File: config.mk
export PLATFORM = sky130hd
export DESIGN_NAME = dataset_row_streamer
export DESIGN_NICKNAME = d
export VERILOG_FILES = /design/src/rtl/dataset_pkg.sv /design/src/rtl/row_slot_mux.sv /design/src/rtl/dataset_row_streamer.sv
export SDC_FILE = /design/constraint.sdc
export NUM_CORES = 1
export LEC_CHECK = 0
export CORE_MARGIN = 1.5
export CORE_UTILIZATION = 55
export CTS_CLUSTER_DIAMETER = 120
export DETAILED_ROUTE_END_ITERATION = 8
export HOLD_SLACK_MARGIN = 0.08
export PLACE_DENSITY = 0.95
export SLEW_MARGIN = 20
export SYNTH_ARGS = -nofsm -noshare
export SYNTH_HDL_FRONTEND = slang
export SYNTH_SLANG_ARGS = --single-unit
File: constraint.sdc
create_clock -name CLK -period 4.1 [get_ports CLK]
set_input_delay 0.82 -clock CLK [delete_from_list [all_inputs] [get_ports CLK]]
set_output_delay 0.82 -clock CLK [all_outputs]
set_load 0.02 [all_outputs]
File: src/rtl/dataset_pkg.sv
// Shared constants, FSM state type and slot-select helper for the dataset RAM readers.
package dataset_pkg;
  localparam int LENGTH_W     = 16;
  localparam int MAX_FEATURES = 15;
  localparam int SLOT_W       = $clog2(MAX_FEATURES + 1);
  localparam int ROW_W        = LENGTH_W * (MAX_FEATURES + 1);

  typedef enum logic [2:0] {IDLE, ADDR, WAIT, CAPTURE, STREAM, DONE} state_e;

  // Slot MAX_FEATURES holds y; lower slots hold features.
  function automatic logic [LENGTH_W-1:0] slot_select(input logic [ROW_W-1:0]  row,
                                                      input logic [SLOT_W-1:0] slot);
    return row[int'(slot) * LENGTH_W +: LENGTH_W];
  endfunction
endpackage

File: src/rtl/row_slot_mux.sv
// Combinational selection of one LENGTH_W-bit slot from a dataset RAM row.
module row_slot_mux
  import dataset_pkg::*;
(
  input  logic [ROW_W-1:0]    row,
  input  logic [SLOT_W-1:0]   slot,
  output logic [LENGTH_W-1:0] word
);
  assign word = slot_select(row, slot);
endmodule

File: src/rtl/dataset_row_streamer.sv
// Reads dataset RAM rows and streams features then y as 16-bit valid/ready words.
// Optional multi-epoch replay is enabled by defining STREAM_EPOCHS_EN.
module dataset_row_streamer
  import dataset_pkg::*;
#(
  parameter int ADDR_WIDTH = 12,
  parameter int DEPTH      = 100,
  parameter int RD_LAT     = 1
) (
  input  logic                  CLK,
  input  logic                  RST_N,
  input  logic                  start,
  input  logic [ADDR_WIDTH-1:0] num_points,
  input  logic [3:0]            num_features,
`ifdef STREAM_EPOCHS_EN
  input  logic [7:0]            num_epochs,
  output logic                  epoch_last,
`endif
  output logic                  busy,
  output logic                  done,
  output logic [ADDR_WIDTH-1:0] ram_addr,
  output logic                  ram_oe,
  output logic                  ram_we,
  input  logic [ROW_W-1:0]      ram_data,
  output logic [LENGTH_W-1:0]   out_data,
  output logic                  out_valid,
  input  logic                  out_ready,
  output logic                  out_is_y,
  output logic                  out_last
);
  localparam logic [SLOT_W-1:0] Y_SLOT = SLOT_W'(MAX_FEATURES);

  state_e                state_q, state_d;
  logic [ADDR_WIDTH-1:0] addr_q, addr_d;
  logic [ADDR_WIDTH-1:0] np_q, np_d;
  logic [3:0]            nf_q, nf_d;
  logic [SLOT_W-1:0]     slot_q, slot_d;
  logic [1:0]            wait_q, wait_d;
  logic [ROW_W-1:0]      row_q, row_d;
  logic                  oe_q, oe_d;
  logic                  valid_q, valid_d;
  logic                  busy_q, busy_d;
  logic                  done_q, done_d;
`ifdef STREAM_EPOCHS_EN
  logic [7:0]            ep_q, ep_d;
  logic                  ep_last_q, ep_last_d;
`endif

  logic                  last_row;
  logic                  is_y_slot;
  logic                  final_epoch;
  logic [LENGTH_W-1:0]   mux_word;

  assign last_row  = (addr_q == np_q - ADDR_WIDTH'(1));
  assign is_y_slot = (slot_q == Y_SLOT);
`ifdef STREAM_EPOCHS_EN
  assign final_epoch = (ep_q == 8'd1);
`else
  assign final_epoch = 1'b1;
`endif

  always_comb begin
    state_d = state_q;
    addr_d  = addr_q;
    np_d    = np_q;
    nf_d    = nf_q;
    slot_d  = slot_q;
    wait_d  = wait_q;
    row_d   = row_q;
`ifdef STREAM_EPOCHS_EN
    ep_d      = ep_q;
    ep_last_d = 1'b0;
`endif
    case (state_q)
      IDLE: begin
        if (start) begin
          np_d    = (num_points > ADDR_WIDTH'(DEPTH)) ? ADDR_WIDTH'(DEPTH) : num_points;
          nf_d    = num_features;
          addr_d  = '0;
`ifdef STREAM_EPOCHS_EN
          ep_d    = (num_epochs == 8'd0) ? 8'd1 : num_epochs;
`endif
          state_d = (num_points == '0) ? DONE : ADDR;
        end
      end
      ADDR: begin
        wait_d  = 2'(RD_LAT - 1);
        state_d = WAIT;
      end
      WAIT: begin
        if (wait_q == 2'd0) state_d = CAPTURE;
        else                wait_d  = wait_q - 2'd1;
      end
      CAPTURE: begin
        row_d   = ram_data;
        slot_d  = (nf_q == 4'd0) ? Y_SLOT : '0;
        state_d = STREAM;
      end
      STREAM: begin
        if (out_ready) begin
          // Unused feature slots between num_features-1 and y are skipped.
          if (!is_y_slot) begin
            slot_d = (slot_q == SLOT_W'(nf_q - 4'd1)) ? Y_SLOT : slot_q + SLOT_W'(1);
          end else if (!last_row) begin
            addr_d  = addr_q + ADDR_WIDTH'(1);
            state_d = ADDR;
          end else if (!final_epoch) begin
`ifdef STREAM_EPOCHS_EN
            ep_d      = ep_q - 8'd1;
            ep_last_d = 1'b1;
`endif
            addr_d  = '0;
            state_d = ADDR;
          end else begin
`ifdef STREAM_EPOCHS_EN
            ep_last_d = 1'b1;
`endif
            state_d = DONE;
          end
        end
      end
      DONE:    state_d = IDLE;
      default: state_d = IDLE;
    endcase

    oe_d    = (state_d == ADDR) || (state_d == WAIT) || (state_d == CAPTURE);
    valid_d = (state_d == STREAM);
    busy_d  = (state_d != IDLE);
    done_d  = (state_d == DONE);
  end

  always_ff @(posedge CLK or negedge RST_N) begin
    if (!RST_N) begin
      state_q <= IDLE;
      addr_q  <= '0;
      np_q    <= '0;
      nf_q    <= '0;
      slot_q  <= '0;
      wait_q  <= '0;
      row_q   <= '0;
      oe_q    <= 1'b0;
      valid_q <= 1'b0;
      busy_q  <= 1'b0;
      done_q  <= 1'b0;
`ifdef STREAM_EPOCHS_EN
      ep_q      <= '0;
      ep_last_q <= 1'b0;
`endif
    end else begin
      state_q <= state_d;
      addr_q  <= addr_d;
      np_q    <= np_d;
      nf_q    <= nf_d;
      slot_q  <= slot_d;
      wait_q  <= wait_d;
      row_q   <= row_d;
      oe_q    <= oe_d;
      valid_q <= valid_d;
      busy_q  <= busy_d;
      done_q  <= done_d;
`ifdef STREAM_EPOCHS_EN
      ep_q      <= ep_d;
      ep_last_q <= ep_last_d;
`endif
    end
  end

  row_slot_mux u_slot_mux (
    .row  (row_q),
    .slot (slot_q),
    .word (mux_word)
  );

  assign ram_addr  = addr_q;
  assign ram_oe    = oe_q;
  assign ram_we    = 1'b0;
  assign busy      = busy_q;
  assign done      = done_q;
  assign out_valid = valid_q;
  // Word outputs are gated so they read zero whenever no word is offered.
  assign out_data  = valid_q ? mux_word : '0;
  assign out_is_y  = valid_q & is_y_slot;
  assign out_last  = valid_q & is_y_slot & last_row & final_epoch;
`ifdef STREAM_EPOCHS_EN
  assign epoch_last = ep_last_q;
`endif
endmodule
### Yosys cells after proc, flatten, opt, wreduce, memory -nomap -nowiden

Index checks and enable logic that the tools add are counted.
W data, S select, Z words.

* RAM bits: 0
* latch bits: 0
* register bits after elaboration: 297
* word-level logic and storage cells: 73
* memories kept: 0
* output and inout bits: 35
* ROM bits: 0
* input bits: 276

* multiply operators: 0
* bitwise logic cells: 2
* add/subtract/negate cells: 5
* eq/ne operators: 18
* mux-type cells: 21
* shift-type cells: 1
* divide/modulo/power cells: 0
* reduce and logical (&&, ||, !) cells: 14
* $lt $le $gt $ge: 1

Operator list (count)
* $shiftx A256 B9 Y16: 1
* $mux W12: 5
* $pmux W12 S2: 1
* $mux W3: 6
* $mux W16: 1
* $mux W4: 4
* $pmux W3 S5: 1
* $add A12 B1 Y12 const B: 1
* $eq A12 B12 Y1: 1
* $eq A3 B2 Y1 const B: 4
* $gt A12 B7 Y1 const B: 1
* $logic_not A12 Y1: 1
* $ne A2 B2 Y1 const B: 6
* $sub A12 B1 Y12 const B: 1
* $eq A3 B3 Y1 const B: 3
* $pmux W4 S2: 1
* $eq A3 B1 Y1 const B: 2
* $reduce_bool A2 Y1: 3
* $reduce_and A5 Y1: 1
* $add A4 B1 Y4 const B: 1
* $eq A4 B4 Y1: 1
* $eq A4 B4 Y1 const B: 1
* $logic_not A4 Y1: 1
* $pmux W2 S2: 1
* 10 further kinds: 13

### Logic depth before layout (Yosys ltp)

* depth after elaboration: 9
* gate-level depth with buffers: 12
* gate-level depth less buffers: 10

### Hierarchy

From an unflattened synthesis, not the netlist that was laid out.

* cell total of the unflattened synthesis: 977
* area total of the unflattened synthesis: 13918.3 sq um

Modules (own cells, without submodules)
* dataset_row_streamer: seq. area each 7432.1 sq um, times used 1, area an instance 11985.2 sq um, cells each 840
* row_slot_mux: seq. area each 0.0 sq um, times used 1, area an instance 1933.1 sq um, cells each 137

### Worst setup path before layout

No wires, ideal clock.

* path type: register -> output
* start: register slot_q[0]
* end: output port out_data[0]
* path slack: 0.983 ns
* arrival time: 2.297 ns
* cell stages (with the launch flop): 7
* path buffers: 3
* data required time: 3.280 ns
* cell sequence: dfrtp_1 -> clkbuf_1 -> buf_2 -> buf_2 -> mux4_2 -> mux4_2 -> and2_1

* cells in the longest elaborated chain, start to end: 2

Ends and longest elaborated chain
* from (decl): RTL line dataset_row_streamer.sv:37 `logic [SLOT_W-1:0] slot_q, slot_d;`
* from (signal assigned): RTL line dataset_row_streamer.sv:154 `slot_q <= slot_d;`
* $shiftx A256 B9 Y16: RTL line dataset_pkg.sv:13 `return row[int'(slot) * LENGTH_W +: LENGTH_W];`
* $mux W16: RTL line dataset_row_streamer.sv:181 `assign out_data = valid_q ? mux_word : '0;`
* to (decl): RTL line dataset_row_streamer.sv:25 `output logic [LENGTH_W-1:0] out_data,`

Every way passes these cells.

### Worst setup path in the final report

* start: register slot_q[0]
* end: output port out_data[6]

Same word-level chain as after synthesis.

==> qor.yml <==
outcome: "completed"
clkPwrFrac: 0.199
cts_tree: "built"
period_share: 0.977
design.core.area_sq_um: 25000
detail_route_antenna_nets: 0
drt_wl_total_um: 48600
netlist-cell-type-count: 52
rsz_0062_raised_after_global_routing: "false"
grt_pass1_wl_um: 73900
placement_rows: 58
mappedNetlistNets: 1755
layout.nets: 2029
cp_data_required_time_ns: 3.28
avgSynthCellArea_sq_um: 9.45
dieHeight_um: 162
layout.filler_cells: 1560
cts-buffers-inserted: 29
ctsRootBufferMaster: "sky130_fd_sc_hd__clkbuf_16"
synth-edff-count: 0
clk_latency_ns: 0.56
power-per-cell-area_nw_per_um2: 752
post_route_cells_drive_above_1_share: 0.0884
antennaDiodeCount: 0
drt_drc_violations_left: 0
setup_total_negative_slack_ns: 0
static_leakage_power_nw: 8.73
hp-class: "input port to asynchronous set/reset pin"
final_hold_viol_count: 0
initial_utilization: 0.556
worst_slew_pin_slew_ns: 1.11
vias: 12634
synth_async_sr_flop_share: 1.00
design_area_sq_um: 18300
die_area_sq_um: 26300
mapped_cells: 1473
rd_place_congestion: 0.987
wl_per_cell_um: 23.2
maxSlewViolCount: 0
io_pins: 311
vdd.ir_drop.worst_mv: 0.540
power_switching_share: 0.384
mostFrequentLayoutCell: "sky130_fd_sc_hd__nand2_1"
slew-limit-headroom: 0.258
design_power_total_w: 0.0138
cts.sinks: 297
syn2layout_area_growth_pct: 31.6
clock_path_buffers: 3
crit_path_end_kind: "output port"
pwr-share-comb: 0.397
routed_via_density: 6.03
syn_area_sq_um: 13900
skew_final_ns: 0.0193
synth_flop_cell: "sky130_fd_sc_hd__dfrtp_1"
grt_overflow: 0
initialDrtViolationCount: 1776
dpl-instance-area_sq_um: 17300
internal_power_w: 0.00848
crit_type: "flop to output port"
number_of_optimization_iterations_in_the_first_detailed_route_pass: 6
dpl.hpwl_um: 34100
worst_setup_hold_path_clk_slew_ns: 0.07
max_cap_viol_count: 0
grt_max_degree: 257
min_period_ns: 4.00
total_global_route_track_usage: 0.381
antenna_found_initial: 0
arrival_time_of_the_worst_setup_path_ns: 3.18
fp.dieW_um: 162
number_of_global_route_vias_before_repair: 12752
layout_common_cells: "797 x sky130_fd_sc_hd__nand2_1, 308 x sky130_fd_sc_hd__clkdlybuf4s50_1, 295 x sky130_fd_sc_hd__dfrtp_1"
clock.fmax_ghz: 0.250
timing.critical_path.fanout_max: 20
switchingPower_w: 0.00529
numPortBuffers: 309
synth.ff_latch_count: 297
cp-start-kind: "flop"
reg_power_frac: 0.404
setup_viol_count_final: 0
clock_tree.htree_level_count: 1
ys_warn_count: 0
yosysSeqAreaShare: 0.534
==> flip-flops by register name, indices dropped and copies added, names as in the netlist <==
signal,count
nf_q,4
row_q,256
ram_oe,1
wait_q,2
ram_addr,12
slot_q,4
done,1
busy,1
state_q,3
np_q,12
out_valid,1
==> routing by layer <==
| layer | GRT usage | wire (um) | vias up |
|---|---|---|---|
| met1 | 0.454 | 16300 | 6073 |
| met3 | 0.0960 | 5410 | 206 |
| met2 | 0.611 | 22900 | 1022 |
| met5 | 0 | 0 | - |
| li1 | - | - | 5333 |
| met4 | 0.267 | 4080 | 0 |
==> power by group through the flow <==
stage	clock (W)	sequential [W]	combinational, W
global placement	0	0.00547	0.00485
CTS	0.00273	0.00546	0.00533
global route	0.00286	0.00559	0.00594
finish	0.00274	0.00556	0.00547
floorplan	0	0.00478	0.00381
detailed placement	0	0.00548	0.00517
==> stage by stage <==
stage	util	hold slack [ns]	cells	setup WS [ns]
after floorplan	-	0.440	1473	0.983
after global placement	0.692	0.458	2041	0.611
after detailed placement	0.692	0.460	2041	0.550
after CTS	0.730	0.391	2091	0.0908
after global routing	0.732	0.439	2095	0.0425
final	0.732	0.349	2095	0.0957
==> timing repair <==
item / in CTS / in global routing
hold buffers: 0 / 0
gates resized for setup: 0 / 1
setup buffers: 1 / 4
endpoints found under the setup margin: 12 / 2
==> synthesized netlist by cell type (all sizes together) (4+ instances only) <==
cell type,n,area share
nand2,798,0.22
dfrtp,297,0.53
mux4,80,0.13
clkbuf,72,0.019
and2,25,0.011
nor2,24,0.0065
a21oi,20,0.0075
o21ai,19,0.0068
buf,13,0.0052
inv,12,0.0032
xnor2,12,0.0075
nand3,8,0.0029
nand4,8,0.0036
or3,8,0.0036
nor3,7,0.0025
xor2,7,0.0044
a31oi,6,0.0027
ha,6,0.0054
or4,5,0.0030
and3,4,0.0018
nand2b,4,0.0018
nor2b,4,0.0018
nor4,4,0.0029
==> critical path, cell delays in order (launching register included) <==
cell	delay (ns)
sky130_fd_sc_hd__dfrtp_4	0.56
sky130_fd_sc_hd__buf_12	0.24
sky130_fd_sc_hd__mux4_2	0.55
sky130_fd_sc_hd__mux4_2	0.51
sky130_fd_sc_hd__and2_1	0.19
sky130_fd_sc_hd__clkdlybuf4s50_1	0.57
==> path summary, 6_finish.rpt <==
check	from	endpoint	slack, ns	cells after the start
setup / recovery	slot_q[0]	out_data[6]	0.1	5
max in group asynchronous	RST_N	row_q[85]	2.66	2
hold / removal	RST_N	row_q[22]	0.35	1
hold reg to reg	row_q[148]	row_q[148]	0.48	2
min in group CLK	row_q[148]	row_q[148]	0.48	2
setup reg to reg	slot_q[0]	ram_addr[11]	0.94	8
==> kinds of logic (layout without fill, tap and decap cells) <==
group | count (synthesis) | count (layout) | share of synthesized area
XOR/XNOR | 19 | 19 | 0.0120
other | 1 | 1 | 0.000269
adder cells (fa/ha/maj) | 6 | 6 | 0.00539
flip-flops | 297 | 297 | 0.534
AND/OR/NAND/NOR | 908 | 908 | 0.262
AO/OA/AOI/OAI | 65 | 65 | 0.0289
buffers and inverters | 97 | 389 | 0.0279
multiplexers | 80 | 80 | 0.129
==> area by class of cell <==
| type | instances | area (sq um) | area share |
|---|---|---|---|
| Sequential cell | 297 | 7440 | 0.406 |
| Multi-Input combinational cell | 1079 | 6120 | 0.334 |
| Timing Repair Buffer | 328 | 3340 | 0.183 |
| Clock buffer | 42 | 845 | 0.0461 |
| Tap cell | 330 | 413 | 0.0225 |
| Clock inverter | 7 | 116 | 0.00635 |
| Inverter | 12 | 45.0 | 0.00246 |
(Power assumes the default switching activity.)
